--- src/rtl/i2c_rx_word_packer_pkg.sv ---
// ---------------------------------------------------------------------------
// i2c_rx_word_packer_pkg
//   Shared definitions for the I2C receive word packer.
//   - BYTE_W       : byte width of the I2C read-data stream
//   - pack_state_t : packer FSM states, encoded to match the i2c control FSM
//   - cnt_width()  : width of a counter that indexes n items (at least 1 bit)
// ---------------------------------------------------------------------------
package i2c_rx_word_packer_pkg;

    localparam int BYTE_W = 8;

    typedef enum logic {
        ST_IDLE  = 1'b0,
        ST_ACCUM = 1'b1
    } pack_state_t;

    function automatic int cnt_width(input int n);
        return (n > 1) ? $clog2(n) : 1;
    endfunction

endpackage

--- src/rtl/i2c_rx_word_packer_sync_fifo.sv ---
// ---------------------------------------------------------------------------
// i2c_rx_word_packer_sync_fifo
//   Single-clock FIFO holding completed sensor words.
//   Ports:
//     clk, rst   : clock, asynchronous active-high reset
//     push       : write push_data (ignored while full)
//     push_data  : word to store
//     pop        : drop the head entry (ignored while empty)
//     pop_data   : current head entry
//     full/empty : occupancy flags, derived from the level register
//     level      : occupancy, 0..DEPTH
// ---------------------------------------------------------------------------
module i2c_rx_word_packer_sync_fifo #(
    parameter int WIDTH = 16,
    parameter int DEPTH = 4
) (
    input  logic                     clk,
    input  logic                     rst,
    input  logic                     push,
    input  logic [WIDTH-1:0]         push_data,
    input  logic                     pop,
    output logic [WIDTH-1:0]         pop_data,
    output logic                     full,
    output logic                     empty,
    output logic [$clog2(DEPTH):0]   level
);

    localparam int AW = $clog2(DEPTH);
    localparam int LW = AW + 1;

    logic [WIDTH-1:0] mem [DEPTH];
    logic [AW-1:0]    wr_ptr_reg;
    logic [AW-1:0]    rd_ptr_reg;
    logic [LW-1:0]    level_reg;
    logic             do_push;
    logic             do_pop;

    assign full    = (level_reg == LW'(DEPTH));
    assign empty   = (level_reg == '0);
    assign level   = level_reg;
    assign do_push = push & ~full;
    assign do_pop  = pop & ~empty;

    // Head is read straight from the array so a word written into an empty
    // FIFO is presented the very next cycle without a bypass path.
    assign pop_data = mem[rd_ptr_reg];

    // Storage has no reset; occupancy alone decides what is valid.
    always_ff @(posedge clk) begin
        if (do_push) begin
            mem[wr_ptr_reg] <= push_data;
        end
    end

    // DEPTH is a power of two, so the pointers wrap by natural overflow.
    always_ff @(posedge clk or posedge rst) begin
        if (rst) begin
            wr_ptr_reg <= '0;
            rd_ptr_reg <= '0;
            level_reg  <= '0;
        end else begin
            if (do_push) begin
                wr_ptr_reg <= wr_ptr_reg + AW'(1);
            end
            if (do_pop) begin
                rd_ptr_reg <= rd_ptr_reg + AW'(1);
            end
            case ({do_push, do_pop})
                2'b10:   level_reg <= level_reg + LW'(1);
                2'b01:   level_reg <= level_reg - LW'(1);
                default: level_reg <= level_reg;
            endcase
        end
    end

endmodule

--- src/rtl/i2c_rx_word_packer.sv ---
// ---------------------------------------------------------------------------
// i2c_rx_word_packer
//   Packs consecutive bytes from the I2C master read stream into
//   WORD_BYTES-wide words and queues them in a small FIFO for the consumer.
//   A partial word is discarded on i_start (new transaction) or i_nak.
//   Ports:
//     i_clk, i_rst   : clock, asynchronous active-high reset
//     i_start        : transaction start pulse; flushes a partial word
//     i_nak          : NAK from the master; aborts a partial word (wins over i_start)
//     i_byte_bits    : received byte
//     i_byte_valid   : byte valid
//     o_byte_ready   : packer can take a byte
//     o_word_bits    : FIFO head word
//     o_word_valid   : FIFO not empty
//     i_word_ready   : consumer pops the head
//     o_level        : FIFO occupancy
//     o_drop         : one-cycle pulse when a partial word was discarded
//     o_nak_err      : sticky NAK flag, cleared by i_start
// ---------------------------------------------------------------------------
module i2c_rx_word_packer
    import i2c_rx_word_packer_pkg::*;
#(
    parameter int DATA_DEPTH = BYTE_W,
    parameter int WORD_BYTES = 2,
    parameter int MSB_FIRST  = 1,
    parameter int FIFO_DEPTH = 4
) (
    input  logic                               i_clk,
    input  logic                               i_rst,
    input  logic                               i_start,
    input  logic                               i_nak,
    input  logic [DATA_DEPTH-1:0]              i_byte_bits,
    input  logic                               i_byte_valid,
    output logic                               o_byte_ready,
    output logic [DATA_DEPTH*WORD_BYTES-1:0]   o_word_bits,
    output logic                               o_word_valid,
    input  logic                               i_word_ready,
    output logic [$clog2(FIFO_DEPTH):0]        o_level,
    output logic                               o_drop,
    output logic                               o_nak_err
);

    localparam int WORD_W = DATA_DEPTH * WORD_BYTES;
    localparam int CNT_W  = cnt_width(WORD_BYTES);
    localparam logic [CNT_W-1:0] LAST_CNT = CNT_W'(WORD_BYTES - 1);

    pack_state_t       state_reg;
    logic [CNT_W-1:0]  byte_cnt_reg;
    logic [WORD_W-1:0] accum_reg;
    logic [WORD_W-1:0] accum_next;
    logic              drop_reg;
    logic              nak_err_reg;

    logic              fifo_full;
    logic              fifo_empty;
    logic              accept;
    logic              push;
    logic              pop;
    logic [CNT_W-1:0]  eff_cnt;

    // Only the final byte of a word needs FIFO space; earlier bytes just
    // land in the accumulator, so ready depends on registered state only.
    assign o_byte_ready = ~fifo_full | (byte_cnt_reg != LAST_CNT);
    assign accept       = i_byte_valid & o_byte_ready;
    assign o_word_valid = ~fifo_empty;
    assign pop          = o_word_valid & i_word_ready;
    assign o_drop       = drop_reg;
    assign o_nak_err    = nak_err_reg;

    // A byte arriving with i_start is byte 0 of the new word.
    assign eff_cnt = i_start ? '0 : byte_cnt_reg;

    // A byte arriving with i_nak is discarded, so it can never complete a word.
    assign push = accept & ~i_nak & (eff_cnt == LAST_CNT);

    always_comb begin
        accum_next = accum_reg;
        if (MSB_FIRST != 0) begin
            // Shift-in: after WORD_BYTES bytes every stale bit has left the top.
            accum_next = (accum_reg << DATA_DEPTH) | WORD_W'(i_byte_bits);
        end else begin
            accum_next[eff_cnt*DATA_DEPTH +: DATA_DEPTH] = i_byte_bits;
        end
    end

    always_ff @(posedge i_clk or posedge i_rst) begin
        if (i_rst) begin
            state_reg    <= ST_IDLE;
            byte_cnt_reg <= '0;
            accum_reg    <= '0;
            drop_reg     <= 1'b0;
            nak_err_reg  <= 1'b0;
        end else begin
            drop_reg <= 1'b0;
            if (i_nak) begin
                state_reg    <= ST_IDLE;
                byte_cnt_reg <= '0;
                nak_err_reg  <= 1'b1;
                drop_reg     <= (state_reg == ST_ACCUM);
            end else begin
                if (i_start) begin
                    nak_err_reg <= 1'b0;
                    drop_reg    <= (state_reg == ST_ACCUM);
                end
                if (accept) begin
                    accum_reg <= accum_next;
                    if (eff_cnt == LAST_CNT) begin
                        state_reg    <= ST_IDLE;
                        byte_cnt_reg <= '0;
                    end else begin
                        state_reg    <= ST_ACCUM;
                        byte_cnt_reg <= eff_cnt + CNT_W'(1);
                    end
                end else if (i_start) begin
                    state_reg    <= ST_IDLE;
                    byte_cnt_reg <= '0;
                end
            end
        end
    end

    i2c_rx_word_packer_sync_fifo #(
        .WIDTH (WORD_W),
        .DEPTH (FIFO_DEPTH)
    ) u_fifo (
        .clk       (i_clk),
        .rst       (i_rst),
        .push      (push),
        .push_data (accum_next),
        .pop       (pop),
        .pop_data  (o_word_bits),
        .full      (fifo_full),
        .empty     (fifo_empty),
        .level     (o_level)
    );

endmodule

--- config.mk ---
export PLATFORM = sky130hd
export DESIGN_NAME = i2c_rx_word_packer
export DESIGN_NICKNAME = d
export VERILOG_FILES = /design/src/rtl/i2c_rx_word_packer_pkg.sv /design/src/rtl/i2c_rx_word_packer_sync_fifo.sv /design/src/rtl/i2c_rx_word_packer.sv
export SDC_FILE = /design/constraint.sdc
export NUM_CORES = 1
export LEC_CHECK = 0
export ABC_CLOCK_PERIOD_IN_PS = 3000
export CORE_ASPECT_RATIO = 1.4
export CORE_MARGIN = 5
export CORE_UTILIZATION = 59
export DETAILED_ROUTE_END_ITERATION = 6
export GPL_ROUTABILITY_DRIVEN = 1
export MAX_ROUTING_LAYER = met4
export PLACE_DENSITY = 0.82
export SLEW_MARGIN = 20
export SYNTH_ARGS = -nofsm -noshare
export SYNTH_HDL_FRONTEND = slang
export SYNTH_SLANG_ARGS = --single-unit
--- constraint.sdc ---
create_clock -name i_clk -period 3 [get_ports i_clk]
set_clock_uncertainty 0.1 [all_clocks]
set_input_delay 0.6 -clock i_clk [delete_from_list [all_inputs] [get_ports i_clk]]
set_output_delay 0.6 -clock i_clk [all_outputs]
set_load 0.01 [all_outputs]
==> impl_metrics.toml <==
[drt]
antenna_left = 0
avgRoutedWirePerCell_um = 20.1
routed_wl_mm = 5.70
vias = 1584
dr.first_iter.drc_count = 90
top_layer_used = "met4"
drc_errors = 0
dr.pass1.iters = 6
wl_met1_mm = 2.14
met3WireLength_um = 227
viasPerCell = 5.60
met2_length_mm = 3.23

[floorplan]
rows = 32
core_area_um2 = 5490
initial_core_util_pct = 60.4
ioPinCount = 37
dieArea_um2 = 7240
die_w_um = 73.3
die_height_um = 98.7

[status]
status = "complete, no violations"

[finish]
postLayoutCoreUtil_pct = 73.0
drive_above_1_share_pct = 25.6
fin_nets = 231
largest_reg_flops = 64
layout_commonest_cell = "edfxtp_1"
area_delta_synth_final_pct = 20.9
fill_cells = 295
most-common-layout-cells = "edfxtp_1 (64), clkdlybuf4s50_1 (36), dfrtp_1 (19)"
antennaDiodeCount = 0

[worst_setup_path]
crit_type = "reg2out"
arrival_ns = 2.15
worst_ep_required_time_ns = 2.30
critPathMaxFanout = 7
start_kind = "flop"
end_kind = "output port"
reg2reg_depth = 9

[yosys]
synth_top_area_share_pct = 58.0
ys_types = 31
synth_area_leaders = "edfxtp_1 (58%), dfrtp_1 (14%), mux4_2 (11%)"
yosysSeqAreaShare_pct = 72.4
synth_cells = 159
synth_top_flop_cell = "edfxtp_1"
ys_ff_latch = 83
synth_edf_count = 64
synth_largest_area_cell = "edfxtp_1"
syn_area_um2 = 3310
async_flop_share_pct = 22.9
synth_warnings = 0
synth_nets = 180
synth.avg_cell_area_um2 = 20.8

[sta]
finalCritPeriodShare_pct = 94.9
setup_viol = 0
report.final.slew_viol_count = 0
max_freq_ghz = 0.351
period_minus_slack_ns = 2.85
hold_viol_final = 0
setup_tns_ns = 0
rsz0062_at_grt = "no"
worstMarginPinSlew_ns = 0.796
relSlewSlack_pct = 46.8

[clock_network]
cts-buffers-inserted = 9
h-tree-depth = 3
cts.clk_slew.worst_paths_ns = 0.07
post_cts_buffers = 0
tritoncts = "done"
clock_sinks = 83
clk_latency_ns = 0.34
postCtsHoldBufs = 0
root_buffer = "clkbuf_8"
cts_resized = 0
clockBufferDepth = 2

[grt]
grt_pass1_wl_mm = 9.28
gr-total-overflow = 0
grt_pass1_vias = 1767
grt_antenna_before_repair = 0
grt_max_degree = 20
grt.total_usage_pct = 18.6

[job]
maxCapViolCount = 0

[place]
hpwl_mm = 3.81
io_buffer_count = 36
globalplace.congestion = 0.771

[pwr]
power_density_nw_per_um2 = 824
p_leak_nw = 1.45
max-vdd-ir-drop_v = 0.000582

[hold_path]
hold_depth = 0
min_path_type = "reg2reg"
cells by family after synthesis:
| group | synth area share [%] |
|---|---|
| buf+inv | 2.11 |
| fa+ha+maj | 2.87 |
| flops | 72.4 |
| xor+xnor | 1.59 |
| compound gates | 1.66 |
| simple gates | 4.27 |
| mux | 15.1 |
through the flow:
step                      worst slack (ns)  std cells  power, mW  hold WS [ns]  area (um^2)
after global routing                0.0263        283       3.48         0.446         4010
after floorplan                      0.843        159       2.06         0.376         3310
after global placement               0.402        267       2.45         0.390         3790
final                                0.154        283       3.30         0.426         4010
after CTS                           0.0855        283       3.35         0.421         4010
after detailed placement             0.289        267       2.50         0.404         3790
layout make-up:
cell class	count	area [um^2]	share of cell area, %
tap	68	85.1	2.12
clock buffer	9	124	3.09
inverter	9	33.8	0.843
sequential	83	2400	59.8
timing repair buffer	45	428	10.7
multi-input combinational	62	846	21.1
clock inverter	7	92.6	2.31
critical path, cell delays in order, from the launching register on:
cell and delay, ns:
dfrtp_1 0.53, buf_4 0.26, mux4_2 0.52, clkdlybuf4s50_1 0.50
synth_stat cells (all sizes together) (2+ instances only):
| cell type | number |
|---|---|
| nand2b | 2 |
| xnor2 | 3 |
| mux4 | 16 |
| nor2 | 3 |
| and2 | 5 |
| dfrtp | 19 |
| xor2 | 3 |
| inv | 9 |
| ha | 6 |
| mux2 | 9 |
| nor2b | 2 |
| edfxtp | 64 |
| nand2 | 2 |
| buf | 5 |
report_power, final:
part           internal, mW  leakage, nW  switching, mW
clock                 0.465        0.104          0.372
sequential             1.35        0.801          0.124
combinational         0.599        0.540          0.389
metal layers:
metal  track usage, %  vias up
li1                 -      714
met1             21.0      822
met2             31.0       40
met3             5.20        8
met4             7.11        0
met5                -        -
worst paths after layout:
check	from	end	slack (ns)
min in group asynchronous	i_rst	accum_reg[6]	0.60
max reg2reg	u_fifo.level[0]	u_fifo.level[2]	0.97
min	accum_reg[1]	u_fifo.mem[0][9]	0.43
min reg2reg	accum_reg[1]	u_fifo.mem[0][9]	0.43
max	u_fifo.rd_ptr_reg[0]	o_word_bits[7]	0.15
max in group asynchronous	i_rst	u_fifo.rd_ptr_reg[0]	1.70
(Power assumes the default switching activity.)
==> patch 1, RTL diff (same settings) <==
`MSB_FIRST`: 1 -> 0.
--- a/src/rtl/i2c_rx_word_packer.sv
+++ b/src/rtl/i2c_rx_word_packer.sv
@@ -24,3 +24,3 @@
     parameter int WORD_BYTES = 2,
-    parameter int MSB_FIRST  = 1,
+    parameter int MSB_FIRST  = 0,
     parameter int FIFO_DEPTH = 4
Behaviour: not the same (a bounded check fails within 4 cycles, from zero or initial values and one cycle with i_rst high).
==> patch 1 against the unedited design <==
- fmax up 4.7%
- worst setup slack better by 0.13 ns
- die area up 12%
- routed wire length up 14%
- sequential cell count up 8
- sequential power up 10%
- first-iteration DRC count up 32%
- register-to-register slack worse by 0.13 ns
- area after synthesis up 14%
- cell area up 12%
- sequential share of layout area down 2.2 points
- via count up 24%
- total power up 11%
- critical endpoint unchanged
- largest power group unchanged
==> patch 1: results (changes against the unedited design) <==
Setup WS pre-CTS: 0.2315 ns (-0.05786 ns)
Diodes inserted: 0 (unchanged)
Top Family by Delay on Critical Path: buffers and inverters
Clock Path Buffers: 2 (unchanged)
CP Max Fanout: 12 (+5)
Maximum vdd ir drop: 485.4 uV (-17%)
Clk slew on worst S/H paths: 0.08 ns
Pleak: 0.001723 uW (+19%)
Post-synth net total: 248 (+38%)
Status: completed
Final wirelength: 6505 um (+14%)
Clock root buffer: clkbuf_8
Warnings, synthesis: 0 (unchanged)
Fin nets: 302 (+31%)
Largest net degree at the start of global routing: 28 (+40%)
Vias per cell: 5.497 (-1.8%)
EDFF count, synth: 64 (unchanged)
GR Util met3: 0.04561 (-0.006430)
DR vias: 1,968 (+24%)
Synth top area share: 0.5101 (-0.06993)
Number of flip-flops under the largest register name: 64 (unchanged)
Placer congestion estimate: 0.7921 (+2.7%)
Wire length of the first global-routing pass: 10,690 um (+15%)
Grt met1 use: 0.2065 (-0.003299)
Leading post-synthesis cells by cell area: edfxtp_1, dfrtp_1, mux4_2
Cells after DPL: 342 (+28%)
GRT Total Usage: 0.1818 (-0.004105)
Cell count after synthesis: 227 (+43%)
Actual transition at the worst max-transition pin: 0.5626 ns (-0.2338 ns)
Unique masters post-synth: 32 (+3.2%)
Initial DRC count: 119 (+32%)
Vias in the first global route: 2,091 (+18%)
Share of cells above drive strength 1: 0.2378 (-0.01805)
Post-CTS Setup Inserts: 0 (unchanged)
Initial antenna violation count: 0 (unchanged)
Crit-path max cell delay: 0.54 ns
Worst Path Arrival: 2.02 ns (-0.13 ns)
DR pass1 iterations: 4 (-2)
Dpl cell area: 4279 um2 (+13%)
Grt met2 use: 0.3048 (-0.005312)
IO buf count: 36 (unchanged)
Clk_lat worst skew: 0.35 ns
Sequential-to-total area share from yosys stat: 0.6895 (-0.03409)
Most instantiated cells after synthesis: edfxtp_1, nand2_1, dfrtp_1
CTS Buf Count: 9 (unchanged)
H-tree Lvls: 3 (unchanged)
Top_reg_cell synth: edfxtp_1
PostCTS Resize Cnt: 0 (unchanged)
Worst hold path type: flip-flop to flip-flop
Critical Path Slowest Stage Cell: mux4_2
Post-synth ARST share: 0.2967 (+0.06779)
Antenna viol nets, final: 0 (unchanged)
Dpl hpwl: 4578 um (+20%)
Post-synthesis average cell area: 16.60 um2 (-20%)
[patch 1: power by group]
| group | leakage (uW) | switching [uW] | internal [uW] |
|---|---|---|---|
| registers | 0.000902 | 90.8 | 1530 |
| logic | 0.000710 | 493 | 639 |
| clock network | 0.000110 | 411 | 491 |
[patch 1: cell type report]
cell class,count,area (um2)
Sequential cell,91,2597
Fill cell,376,1705
Multi-Input combinational cell,116,1071
Timing Repair Buffer,51,473.0
Clock buffer,10,137.6
Tap cell,72,90.09
Clock inverter,6,88.84
Inverter,12,47.55
[patch 1: kinds of logic (layout without fill, tap and decap cells)]
kind of cell	Yosys count	after routing	share of synthesized area
flops	91	91	0.6895
xor+xnor	6	6	0.01395
simple gates	64	64	0.08171
fa+ha+maj	7	7	0.02524
compound gates	5	5	0.01030
buf+inv	20	79	0.02624
mux	34	34	0.1531
[patch 1: path summary, 6_finish.rpt]
path                                                  startpoint                          endpoint  slack [ns]  cells past startpoint
worst max-delay path            u_fifo.rd_ptr_reg[0]$_DFFE_PP0P_                    o_word_bits[7]        0.28                      3
worst min-delay path                       o_nak_err$_DFFE_PP0P_             o_nak_err$_DFFE_PP0P_        0.41                      1
worst max register to register       u_fifo.level[1]$_DFFE_PP0P_       u_fifo.level[2]$_DFFE_PP0P_        0.84                      9
worst min register to register             o_nak_err$_DFFE_PP0P_             o_nak_err$_DFFE_PP0P_        0.41                      1
max in group asynchronous                                  i_rst  u_fifo.wr_ptr_reg[1]$_DFFE_PP0P_        2.03                      3
min in group asynchronous                                  i_rst          accum_reg[9]$_DFFE_PP0P_        0.50                      3
[patch 1: per-layer routing]
metal | wire, um | vias to the layer above
met2 | 3528 | 51
met5 | 0 | -
met4 | 138 | 0
li1 | - | 937
met3 | 363 | 12
met1 | 2475 | 968
==> patch 2, RTL diff (config.mk and constraints unchanged) <==
Without the edit above. Put one more register stage on the output `o_nak_err`, with the module's reset. The value now appears one clock later. The other outputs are not delayed to match.
--- a/src/rtl/i2c_rx_word_packer.sv
+++ b/src/rtl/i2c_rx_word_packer.sv
@@ -67,3 +67,9 @@
     assign o_drop       = drop_reg;
-    assign o_nak_err    = nak_err_reg;
+    always_ff @(posedge i_clk or posedge i_rst) begin
+        if (i_rst) begin
+            o_nak_err <= '0;
+        end else begin
+            o_nak_err <= nak_err_reg;
+        end
+    end
 
Function: changed (Yosys sat finds a counterexample within 4 cycles, from zero or initial values and one cycle with i_rst high).
==> patch 2 against the unedited design <==
- area after synthesis is 0.76% higher
- total power is 0.42% higher
- worst setup slack better by 0.091 ns
- routed wire length is 3.4% lower
- cell area is 0.44% higher
- first-iteration DRC count is 26% higher
- count of clock-buffer cells in the layout is 1 higher
- fmax is 3.3% higher
- combinational power is 2% lower
- clock power is 1% higher
- sequential cell count is 1 higher
- highest routed layer unchanged
==> patch 2: results (changes against the unedited design) <==
GR Util met3: 0.04388 (-0.008163)
Hold Path End: o_nak_err$_DFF_PP0_
Relative slew slack: 0.4583 (-0.01013)
DR vias: 1,568 (-1.0%)
Pleak: 0.001457 uW (+0.76%)
Filler cells: 341 (+16%)
Worst Path Arrival: 2.06 ns (-0.09 ns)
DR pass1 iterations: 4 (-2)
Wirelength per Cell: 19.44 um (-3.4%)
Post-synth ARST share: 0.2381 (+0.009180)
Period utilisation layout: 0.9186 (-0.03022)
Vias in the first global route: 1,794 (+1.5%)
Grt met2 use: 0.2842 (-0.02598)
GRT Total Usage: 0.1771 (-0.008729)
Vias per cell: 5.541 (-1.0%)
Hold Crit Start: nak_err_reg$_DFFE_PP0P_
Largest net degree at the start of global routing: 21 (+5.0%)
Wire length of the first global-routing pass: 9128 um (-1.6%)
Setup WS pre-CTS: 0.3006 ns (+0.01126 ns)
Critical Path Slowest Stage Cell: mux4_2
Sequential-to-total area share from yosys stat: 0.7256 (+0.002072)
Maximum vdd ir drop: 520.5 uV (-11%)
Placer congestion estimate: 0.7663 (-0.61%)
Status: completed
Grt met1 use: 0.2153 (+0.005422)
Worst r2r src: u_fifo.level[1]$_DFFE_PP0P_
Metal-1 WL: 2151 um (+0.37%)
Post-synth net total: 181 (+0.56%)
Hold slack final: 0.2800 ns (-0.1465 ns)
Dpl hpwl: 3836 um (+0.66%)
P&R area growth vs syn: 20.54%
Met3 Wirelength: 211 um (-7.0%)
Initial DRC count: 113 (+26%)
Share of cells above drive strength 1: 0.2605 (+0.004651)
Clock root buffer: clkbuf_8
Crit path to: o_word_bits[2]
CP Max Fanout: 7 (unchanged)
Leading post-synthesis cells by cell area: edfxtp_1, dfrtp_1, mux4_2
-- patch 2: changes by cell type after synthesis --
cell	delta
dfrtp_1	+1
-- patch 2: logic make-up (layout without fill, tap and decap cells) --
logic type,after synthesis,count (layout),synth area share
flip-flops,84,84,0.7256
multiplexers,26,26,0.1503
adder cells (fa/ha/maj),7,7,0.02849
XOR/XNOR,6,6,0.01575
buffers and inverters,14,69,0.02099
AND/OR/NAND/NOR,18,18,0.04236
AO/OA/AOI/OAI,5,5,0.01649
-- patch 2: area by class of cell --
cell class / instances / share of cell area
multi-input cells: 62 / 0.2102
well taps: 68 / 0.02114
clock buffers: 10 / 0.03172
inverters: 9 / 0.008396
clock inverters: 6 / 0.02177
repair buffers: 44 / 0.1045
flip-flops and latches: 84 / 0.6023
-- patch 2: power breakdown --
group / switching, uW / internal, uW
clock network: 377 / 470
logic: 379 / 590
registers: 131 / 1370
total: 887 / 2430
